[src/rtl/merge_aw_arb_pkg.sv]
// Shared types and defaults for the AW/W merge arbiter.
package merge_aw_arb_pkg;

    localparam int PAWUSER_WIDTH  = 4;
    localparam int ORD_DEPTH_DEF  = 4;
    localparam int STARVE_MAX_DEF = 8;

    typedef enum logic {SRC_REG = 1'b0, SRC_MERGE = 1'b1} arb_src_t;
    typedef enum logic {ARB = 1'b0, HOLD = 1'b1} aw_state_t;

    // Fixed-priority ladder: starvation relief, then merge priority, then round-robin.
    function automatic arb_src_t pick_winner(input logic starved, input logic pri,
                                             input logic v0, input logic v1,
                                             input arb_src_t rr_last);
        if (starved && v0) return SRC_REG;
        if (pri && v1)     return SRC_MERGE;
        if (v0 && v1)      return (rr_last == SRC_REG) ? SRC_MERGE : SRC_REG;
        return v1 ? SRC_MERGE : SRC_REG;
    endfunction

endpackage

[src/rtl/merge_aw_arb_if.sv]
// AXI AW/W write-request port; master drives requests, slave returns readies.
interface merge_aw_if import merge_aw_arb_pkg::*; #(
    parameter int ID_WIDTH   = 4,
    parameter int ADDR_WIDTH = 32,
    parameter int DATA_WIDTH = 64,
    parameter int USER_WIDTH = PAWUSER_WIDTH
);
    logic                  awvalid;
    logic                  awready;
    logic [ID_WIDTH-1:0]   awid;
    logic [ADDR_WIDTH-1:0] awaddr;
    logic [7:0]            awlen;
    logic [USER_WIDTH-1:0] awuser;
    logic                  wvalid;
    logic                  wready;
    logic [DATA_WIDTH-1:0] wdata;
    logic                  wlast;

    modport master (output awvalid, awid, awaddr, awlen, awuser, wvalid, wdata, wlast,
                    input  awready, wready);
    modport slave  (input  awvalid, awid, awaddr, awlen, awuser, wvalid, wdata, wlast,
                    output awready, wready);
endinterface

[src/rtl/merge_aw_arb_ord_fifo.sv]
// 1-bit order FIFO holding the source of each granted AW; wrap bit separates full from empty.
module merge_ord_fifo #(
    parameter int DEPTH = 4
) (
    input  logic clk,
    input  logic rst,
    input  logic i_push,
    input  logic i_din,
    input  logic i_pop,
    output logic o_full,
    output logic o_empty,
    output logic o_head
);
    localparam int AW = $clog2(DEPTH);

    logic [DEPTH-1:0] r_mem;
    logic [AW:0]      r_wr;
    logic [AW:0]      r_rd;

    assign o_empty = (r_wr == r_rd);
    assign o_full  = (r_wr[AW] != r_rd[AW]) && (r_wr[AW-1:0] == r_rd[AW-1:0]);
    assign o_head  = r_mem[r_rd[AW-1:0]];

    always_ff @(posedge clk) begin
        if (rst) begin
            r_wr <= '0;
            r_rd <= '0;
        end else begin
            if (i_push && !o_full) begin
                r_mem[r_wr[AW-1:0]] <= i_din;
                r_wr                <= r_wr + 1'b1;
            end
            if (i_pop && !o_empty)
                r_rd <= r_rd + 1'b1;
        end
    end
endmodule

[src/rtl/merge_aw_arb.sv]
// Shares one downstream AW/W port between the regular path (s0) and merge path (s1);
// W beats follow AW grant order through a small order FIFO.
module merge_aw_arb import merge_aw_arb_pkg::*; #(
    parameter int ID_WIDTH   = 4,
    parameter int ADDR_WIDTH = 32,
    parameter int DATA_WIDTH = 64,
    parameter int USER_WIDTH = PAWUSER_WIDTH,
    parameter int ORD_DEPTH  = ORD_DEPTH_DEF,
    parameter int STARVE_MAX = STARVE_MAX_DEF
) (
    input  logic         clk,
    input  logic         rst,
    input  logic         pri_merge,
    merge_aw_if.slave    s0,
    merge_aw_if.slave    s1,
    merge_aw_if.master   m,
    output logic         ord_full,
    output logic         ord_empty
);
    localparam int CNT_W = $clog2(STARVE_MAX + 1);

    aw_state_t        r_state, w_state_nxt;
    arb_src_t         r_hold_src, r_rr_last, w_sel, w_head;
    logic [CNT_W-1:0] r_starve;
    logic             r_blank;
    logic             w_en, w_full, w_empty, w_head_bit;
    logic             w_aw_vld, w_aw_hs;
    logic             w_w_act, w_head_wv, w_wlast, w_pop;

    // Outputs stay quiet for the reset cycle and the one after it.
    always_ff @(posedge clk) r_blank <= rst;
    assign w_en = ~rst & ~r_blank;

    always_ff @(posedge clk) begin
        if (rst) begin
            r_state    <= ARB;
            r_hold_src <= SRC_REG;
        end else begin
            r_state <= w_state_nxt;
            if (r_state == ARB && w_aw_vld && !m.awready)
                r_hold_src <= w_sel;
        end
    end

    always_comb begin
        w_state_nxt = r_state;
        case (r_state)
            ARB:     if (w_aw_vld && !m.awready) w_state_nxt = HOLD;
            HOLD:    if (w_aw_hs)                w_state_nxt = ARB;
            default: w_state_nxt = ARB;
        endcase
    end

    always_comb begin
        w_sel = (r_state == HOLD) ? r_hold_src
              : pick_winner(r_starve == CNT_W'(STARVE_MAX), pri_merge,
                            s0.awvalid, s1.awvalid, r_rr_last);
        w_aw_vld   = w_en & ~w_full & ((w_sel == SRC_MERGE) ? s1.awvalid : s0.awvalid);
        m.awvalid  = w_aw_vld;
        s0.awready = w_aw_vld & m.awready & (w_sel == SRC_REG);
        s1.awready = w_aw_vld & m.awready & (w_sel == SRC_MERGE);
    end

    assign w_aw_hs  = w_aw_vld & m.awready;
    assign m.awid   = (w_sel == SRC_MERGE) ? s1.awid   : s0.awid;
    assign m.awaddr = (w_sel == SRC_MERGE) ? s1.awaddr : s0.awaddr;
    assign m.awlen  = (w_sel == SRC_MERGE) ? s1.awlen  : s0.awlen;
    assign m.awuser = (w_sel == SRC_MERGE) ? s1.awuser : s0.awuser;

    always_ff @(posedge clk) begin
        if (rst)          r_rr_last <= SRC_MERGE;
        else if (w_aw_hs) r_rr_last <= w_sel;
    end

    // A source-0 request that is the current grant neither ages nor clears until it handshakes.
    always_ff @(posedge clk) begin
        if (rst || !w_en || !s0.awvalid)
            r_starve <= '0;
        else if (w_aw_vld && w_sel == SRC_REG) begin
            if (m.awready) r_starve <= '0;
        end else if (r_starve != CNT_W'(STARVE_MAX))
            r_starve <= r_starve + CNT_W'(1);
    end

    merge_ord_fifo #(.DEPTH(ORD_DEPTH)) u_ord (
        .clk     (clk),
        .rst     (rst),
        .i_push  (w_aw_hs),
        .i_din   (1'(w_sel)),
        .i_pop   (w_pop),
        .o_full  (w_full),
        .o_empty (w_empty),
        .o_head  (w_head_bit)
    );

    assign w_head     = arb_src_t'(w_head_bit);
    assign w_w_act    = w_en & ~w_empty;
    assign w_head_wv  = (w_head == SRC_MERGE) ? s1.wvalid : s0.wvalid;
    assign w_wlast    = (w_head == SRC_MERGE) ? s1.wlast  : s0.wlast;
    assign m.wvalid   = w_w_act & w_head_wv;
    assign m.wdata    = (w_head == SRC_MERGE) ? s1.wdata  : s0.wdata;
    assign m.wlast    = w_wlast;
    assign s0.wready  = w_w_act & m.wready & (w_head == SRC_REG);
    assign s1.wready  = w_w_act & m.wready & (w_head == SRC_MERGE);
    assign w_pop      = w_w_act & w_head_wv & m.wready & w_wlast;

    assign ord_full  = w_full & ~rst;
    assign ord_empty = w_empty | rst;
endmodule
[src/flat_wrapper.sv]
// flat-port wrapper written by rule: the top's interface ports become plain ports
module merge_aw_arb_flat import merge_aw_arb_pkg::*;
#(
    parameter int ID_WIDTH   = 4,
    parameter int ADDR_WIDTH = 32,
    parameter int DATA_WIDTH = 64,
    parameter int USER_WIDTH = PAWUSER_WIDTH,
    parameter int ORD_DEPTH  = ORD_DEPTH_DEF,
    parameter int STARVE_MAX = STARVE_MAX_DEF
)
  (clk, rst, pri_merge, ord_full, ord_empty, s0_awvalid, s0_awid, s0_awaddr, s0_awlen, s0_awuser, s0_wvalid, s0_wdata, s0_wlast, s0_awready, s0_wready, s1_awvalid, s1_awid, s1_awaddr, s1_awlen, s1_awuser, s1_wvalid, s1_wdata, s1_wlast, s1_awready, s1_wready, m_awvalid, m_awid, m_awaddr, m_awlen, m_awuser, m_wvalid, m_wdata, m_wlast, m_awready, m_wready);
  merge_aw_if #(.ID_WIDTH(ID_WIDTH), .ADDR_WIDTH(ADDR_WIDTH), .DATA_WIDTH(DATA_WIDTH), .USER_WIDTH(USER_WIDTH)) s0_i ();
  merge_aw_if #(.ID_WIDTH(ID_WIDTH), .ADDR_WIDTH(ADDR_WIDTH), .DATA_WIDTH(DATA_WIDTH), .USER_WIDTH(USER_WIDTH)) s1_i ();
  merge_aw_if #(.ID_WIDTH(ID_WIDTH), .ADDR_WIDTH(ADDR_WIDTH), .DATA_WIDTH(DATA_WIDTH), .USER_WIDTH(USER_WIDTH)) m_i ();
  input  logic clk;
  input  logic rst;
  input  logic pri_merge;
  output logic ord_full;
  output logic ord_empty;
  input wire logic [$bits(s0_i.awvalid)-1:0] s0_awvalid;
  input wire logic [$bits(s0_i.awid)-1:0] s0_awid;
  input wire logic [$bits(s0_i.awaddr)-1:0] s0_awaddr;
  input wire logic [$bits(s0_i.awlen)-1:0] s0_awlen;
  input wire logic [$bits(s0_i.awuser)-1:0] s0_awuser;
  input wire logic [$bits(s0_i.wvalid)-1:0] s0_wvalid;
  input wire logic [$bits(s0_i.wdata)-1:0] s0_wdata;
  input wire logic [$bits(s0_i.wlast)-1:0] s0_wlast;
  output wire logic [$bits(s0_i.awready)-1:0] s0_awready;
  output wire logic [$bits(s0_i.wready)-1:0] s0_wready;
  input wire logic [$bits(s1_i.awvalid)-1:0] s1_awvalid;
  input wire logic [$bits(s1_i.awid)-1:0] s1_awid;
  input wire logic [$bits(s1_i.awaddr)-1:0] s1_awaddr;
  input wire logic [$bits(s1_i.awlen)-1:0] s1_awlen;
  input wire logic [$bits(s1_i.awuser)-1:0] s1_awuser;
  input wire logic [$bits(s1_i.wvalid)-1:0] s1_wvalid;
  input wire logic [$bits(s1_i.wdata)-1:0] s1_wdata;
  input wire logic [$bits(s1_i.wlast)-1:0] s1_wlast;
  output wire logic [$bits(s1_i.awready)-1:0] s1_awready;
  output wire logic [$bits(s1_i.wready)-1:0] s1_wready;
  output wire logic [$bits(m_i.awvalid)-1:0] m_awvalid;
  output wire logic [$bits(m_i.awid)-1:0] m_awid;
  output wire logic [$bits(m_i.awaddr)-1:0] m_awaddr;
  output wire logic [$bits(m_i.awlen)-1:0] m_awlen;
  output wire logic [$bits(m_i.awuser)-1:0] m_awuser;
  output wire logic [$bits(m_i.wvalid)-1:0] m_wvalid;
  output wire logic [$bits(m_i.wdata)-1:0] m_wdata;
  output wire logic [$bits(m_i.wlast)-1:0] m_wlast;
  input wire logic [$bits(m_i.awready)-1:0] m_awready;
  input wire logic [$bits(m_i.wready)-1:0] m_wready;
  assign s0_i.awvalid = s0_awvalid;
  assign s0_i.awid = s0_awid;
  assign s0_i.awaddr = s0_awaddr;
  assign s0_i.awlen = s0_awlen;
  assign s0_i.awuser = s0_awuser;
  assign s0_i.wvalid = s0_wvalid;
  assign s0_i.wdata = s0_wdata;
  assign s0_i.wlast = s0_wlast;
  assign s0_awready = s0_i.awready;
  assign s0_wready = s0_i.wready;
  assign s1_i.awvalid = s1_awvalid;
  assign s1_i.awid = s1_awid;
  assign s1_i.awaddr = s1_awaddr;
  assign s1_i.awlen = s1_awlen;
  assign s1_i.awuser = s1_awuser;
  assign s1_i.wvalid = s1_wvalid;
  assign s1_i.wdata = s1_wdata;
  assign s1_i.wlast = s1_wlast;
  assign s1_awready = s1_i.awready;
  assign s1_wready = s1_i.wready;
  assign m_awvalid = m_i.awvalid;
  assign m_awid = m_i.awid;
  assign m_awaddr = m_i.awaddr;
  assign m_awlen = m_i.awlen;
  assign m_awuser = m_i.awuser;
  assign m_wvalid = m_i.wvalid;
  assign m_wdata = m_i.wdata;
  assign m_wlast = m_i.wlast;
  assign m_i.awready = m_awready;
  assign m_i.wready = m_wready;
  merge_aw_arb #(.ID_WIDTH(ID_WIDTH), .ADDR_WIDTH(ADDR_WIDTH), .DATA_WIDTH(DATA_WIDTH), .USER_WIDTH(USER_WIDTH), .ORD_DEPTH(ORD_DEPTH), .STARVE_MAX(STARVE_MAX)) u_core (.clk(clk), .rst(rst), .pri_merge(pri_merge), .s0(s0_i), .s1(s1_i), .m(m_i), .ord_full(ord_full), .ord_empty(ord_empty));
endmodule
[config.mk]
export PLATFORM = sky130hd
export DESIGN_NAME = merge_aw_arb_flat
export DESIGN_NICKNAME = d
export VERILOG_FILES = /design/src/rtl/merge_aw_arb_pkg.sv /design/src/rtl/merge_aw_arb_if.sv /design/src/rtl/merge_aw_arb_ord_fifo.sv /design/src/rtl/merge_aw_arb.sv /design/src/flat_wrapper.sv
export SDC_FILE = /design/constraint.sdc
export NUM_CORES = 1
export LEC_CHECK = 0
export CAP_MARGIN = 10
export CORE_AREA = 4 4 134 136
export DETAILED_ROUTE_END_ITERATION = 7
export DIE_AREA = 0 0 138 140
export PLACE_DENSITY_LB_ADDON = 0.2
export SLEW_MARGIN = 25
export SYNTH_ARGS = -nofsm -noshare
export SYNTH_HDL_FRONTEND = slang
export SYNTH_SLANG_ARGS = --single-unit
export TNS_END_PERCENT = 100
[constraint.sdc]
create_clock -name clk -period 4.5 [get_ports clk]
set_input_delay 0.9 -clock clk [delete_from_list [all_inputs] [get_ports clk]]
set_output_delay 0.9 -clock clk [all_outputs]
set_load 0.01 [all_outputs]
==> summary.txt <==
Synthesis
  • Netlist Area Pre-Place: 2390 um^2
  • Top FF cell, synth: dfxtp_1
  • Number of flops mapped to enable cells by yosys: 4
  • Post-synthesis area per instance: 9.95 um^2
  • Seq/Total Area, Yosys: 16.8%
  • Yosys warns: 0
  • Synthesized instance count: 240
  • Synthesized Nets: 482
  • Top cell type's share of synthesized area: 52.8%
  • Top cells by area, synth: mux2_2 53%, dfxtp_1 12%, edfxtp_1 5.0%
  • Unique cell type count in the Yosys netlist: 39
  • Seq cells post-synth: 18
  • Largest area contributor in the synthesized netlist: mux2_2
  • Async S/R FF share, synth: 0%

Power
  • Switching part of the total: 25.4%
  • Share of power burned in registers: 18.7%
  • NetSw: 0.000233 W
  • PD cells: 145 nW/um^2
  • Worst IR Drop VDD: 0.0836 mV
  • Internal Dissipation: 0.000684 W
  • Clock Power Share: 19.4%
  • Static Leak: 2.36 nW
  • Comb pwr share: 61.8%

Critical path
  • CP bufs+invs: 3
  • Crit path cell chain: clkdlybuf4s50_1 > nand4b_1 > a41oi_4 > buf_12 > mux2_2 > clkdlybuf4s50_1
  • Crit-path most repeated cell: clkdlybuf4s50_1
  • Worst reg2reg startpoint: u_core.u_ord.r_rd[0]
  • CP delay by family, top: buffers and inverters
  • Worst EP required: 3.60 ns
  • FF-to-FF path depth: 6
  • Slowest-stage cell, CP: clkdlybuf4s50_1
  • Setup crit end kind: output pin
  • Critical Path Start Type: primary input
  • WP depth: 6
  • Worst EP arrival: 3.21 ns
  • Crit-path max FO: 48
  • Reg2reg end: u_core.u_ord.r_rd[1]
  • Worst R2R Setup Slack: 2.28 ns
  • CP max stage delay: 0.58 ns
  • Critical path class: primary input to output pin

Timing
  • Final setup TNS: 0 ns
  • Setup ws final: 0.387 ns
  • Endpoints failing hold: 0
  • Tcrit/Tclk final: 91.4%
  • Final Setup Violations: 0
  • Clock Skew: 0.00160 ns
  • Rel. slew slack: 54.0%
  • Worst-margin pin slew: 0.689 ns
  • Minimum clock period: 4.11 ns
  • RSZ-0062 raised after global routing: no
  • Slew Viols, Final: 0
  • Hold WS: 0.481 ns
  • Max Freq: 243 MHz

Clocking
  • # Post-CTS Setup Buffers: 0
  • CTS resizes: 0
  • CTS buffer count: 3
  • Worst-skew pair later-pin latency: 0.25 ns
  • CTS Hold Bufs: 0
  • Clk slew on worst S/H paths: 0.05 ns
  • CTS tree: done
  • Clock sink count: 18
  • H-tree depth: 1
  • Clock Root Buffer: clkbuf_16
  • Clock Path Buffers: 2

Routing
  • Via density per instance: 4.05
  • Final wirelength: 14.6 mm
  • TritonRoute pass-1 iters: 4
  • Wire per inst: 17.8 um
  • M1 wire length: 5.05 mm
  • Routed met2 length: 8.01 mm
  • Highest routed layer: met4
  • Drt drc: 0
  • Metal3 WL: 1.37 mm
  • Detail Route Antenna Nets: 0
  • Via count: 3,316
  • Drt first-iter violations: 81

Cells and area
  • Layout area overhead: 165%
  • Multi-input logic area: 1900 um^2
  • Fillers: 1,691
  • Register area: 400 um^2
  • Layout Nets: 834
  • Share of layout cells above drive strength 1: 21.8%
  • Commonest non-fill, non-tap cell in the layout: clkdlybuf4s50_1
  • Most frequent cells in the layout: 355 x clkdlybuf4s50_1, 112 x mux2_2, 14 x dfxtp_1

Placement
  • DPL Wire Length: 12.9 mm
  • Post-place setup slack: 0.395 ns
  • Port bufs: 355
  • Gpl congestion: 0.942

Worst hold path
  • Hold_sp: u_core.u_ord.r_rd[2]
  • Min-Delay Path Depth: 1
  • Min-Delay Path Class: flip-flop to flip-flop
  • Hold Path End: u_core.u_ord.r_rd[2]

Floorplan
  • Row count: 48
  • Initial Utilization: 14.1%
  • Core area: 16,900 um^2
  • Die Ht: 140 um
  • IO Count: 356
  • Die area: 19,300 um^2
  • Chip Width: 138 um

Global route
  • All-layer global routing usage: 14.0%
  • Grt ovf: 0
  • Pin count of the biggest net entering global routing: 49
  • Antenna violations before repair: 2
  • Vias in the first global route: 3,640
  • First-pass GRT wire length: 21.3 mm

Flow run
  • Max-Cap Viols: 0

Status
  • Status: finished clean
-- state kept, by name, indices dropped and copies added, names as in the netlist, named ones only --
register	cells
u_core.u_ord.r_wr	3
u_core.r_rr_last	1
u_core.u_ord.r_mem	4
u_core.r_blank	1
u_core.u_ord.r_rd	3
u_core.r_hold_src	1
u_core.r_starve	4
-- Yosys cell counts (3+ instances only) --
master    count
nor2_1       13
and3_1        5
xnor2_1       3
nand4_1       3
nand3_1       4
dfxtp_1      14
edfxtp_1      4
o21ai_0       4
buf_2        13
mux2_2      112
nand2_1       5
and2_1        3
a21oi_1       3
xor2_1        3
or2_2         3
mux2i_1       5
ha_1          7
inv_1         9
-- logic make-up (layout without fill, tap and decap cells) --
group                      Yosys count  count (layout)  share of synthesized area [%]
and+or+nand+nor                     49              49                           11.6
xor gates and xnor gates             6               6                           2.20
DFF                                 18              18                           16.8
adders and majority gates            7               7                           3.67
buffers and inverters               24             375                           4.45
muxes                              119             119                           56.5
AOI/OAI and AO/OA                   17              17                           4.77
other                                0               3                              0
-- how the worst max path moves through the flow --
| stage | from | end | slack (ns) |
|---|---|---|---|
| final | s0_awvalid | m_awaddr[22] | 0.39 |
| after floorplan | pri_merge | m_awaddr[0] | 1.58 |
| after global routing | s0_awvalid | m_awaddr[22] | 0.28 |
| after CTS | s0_awvalid | m_awaddr[22] | 0.38 |
| after detailed placement | s0_awvalid | m_awaddr[22] | 0.40 |
| after global placement | s0_awvalid | m_awaddr[22] | 0.43 |
-- final cells by class --
type / instances / share of cell area (%)
antenna: 3 / 0.119
tap: 225 / 4.45
sequential: 18 / 6.34
clock buffer: 3 / 1.19
multi-input combinational: 198 / 30.1
timing repair buffer: 362 / 57.3
inverter: 9 / 0.535
clock inverter: 1 / 0.0594
-- routing by layer --
metal  track usage (%)  up-vias
met3              4.64       10
met1              13.7     1494
li1                  -     1590
met4              2.65        0
met2              28.4      222
met5                 0        -
-- metrics by stage --
step	util [%]	cell area (um^2)	cells	power, W
6_report	37.3	6320	819	0.000917
5_1_grt	37.3	6320	818	0.000969
4_1_cts	37.3	6310	816	0.000930
3_5_place_dp	36.8	6230	812	0.000744
3_3_place_gp	36.8	6230	812	0.000743
2_1_floorplan	-	2390	240	0.000355
-- worst register-to-register path, cell delays in order, from the launching register on --
cell     delay, ns
dfxtp_1       0.43
mux4_2        0.56
buf_4         0.28
mux2_4        0.28
nor4b_4       0.29
mux2i_1       0.23
nor2_1        0.05
-- power by group through the flow --
stage          registers [W]  clock network (W)  logic [W]
2_1_floorplan       0.000174                  0   0.000181
3_3_place_gp        0.000175                  0   0.000568
3_5_place_dp        0.000175                  0   0.000569
4_1_cts             0.000172           0.000185   0.000573
5_1_grt             0.000172           0.000194   0.000602
6_report            0.000172           0.000178   0.000567
Note: power is estimated with default switching activity, not from simulation.
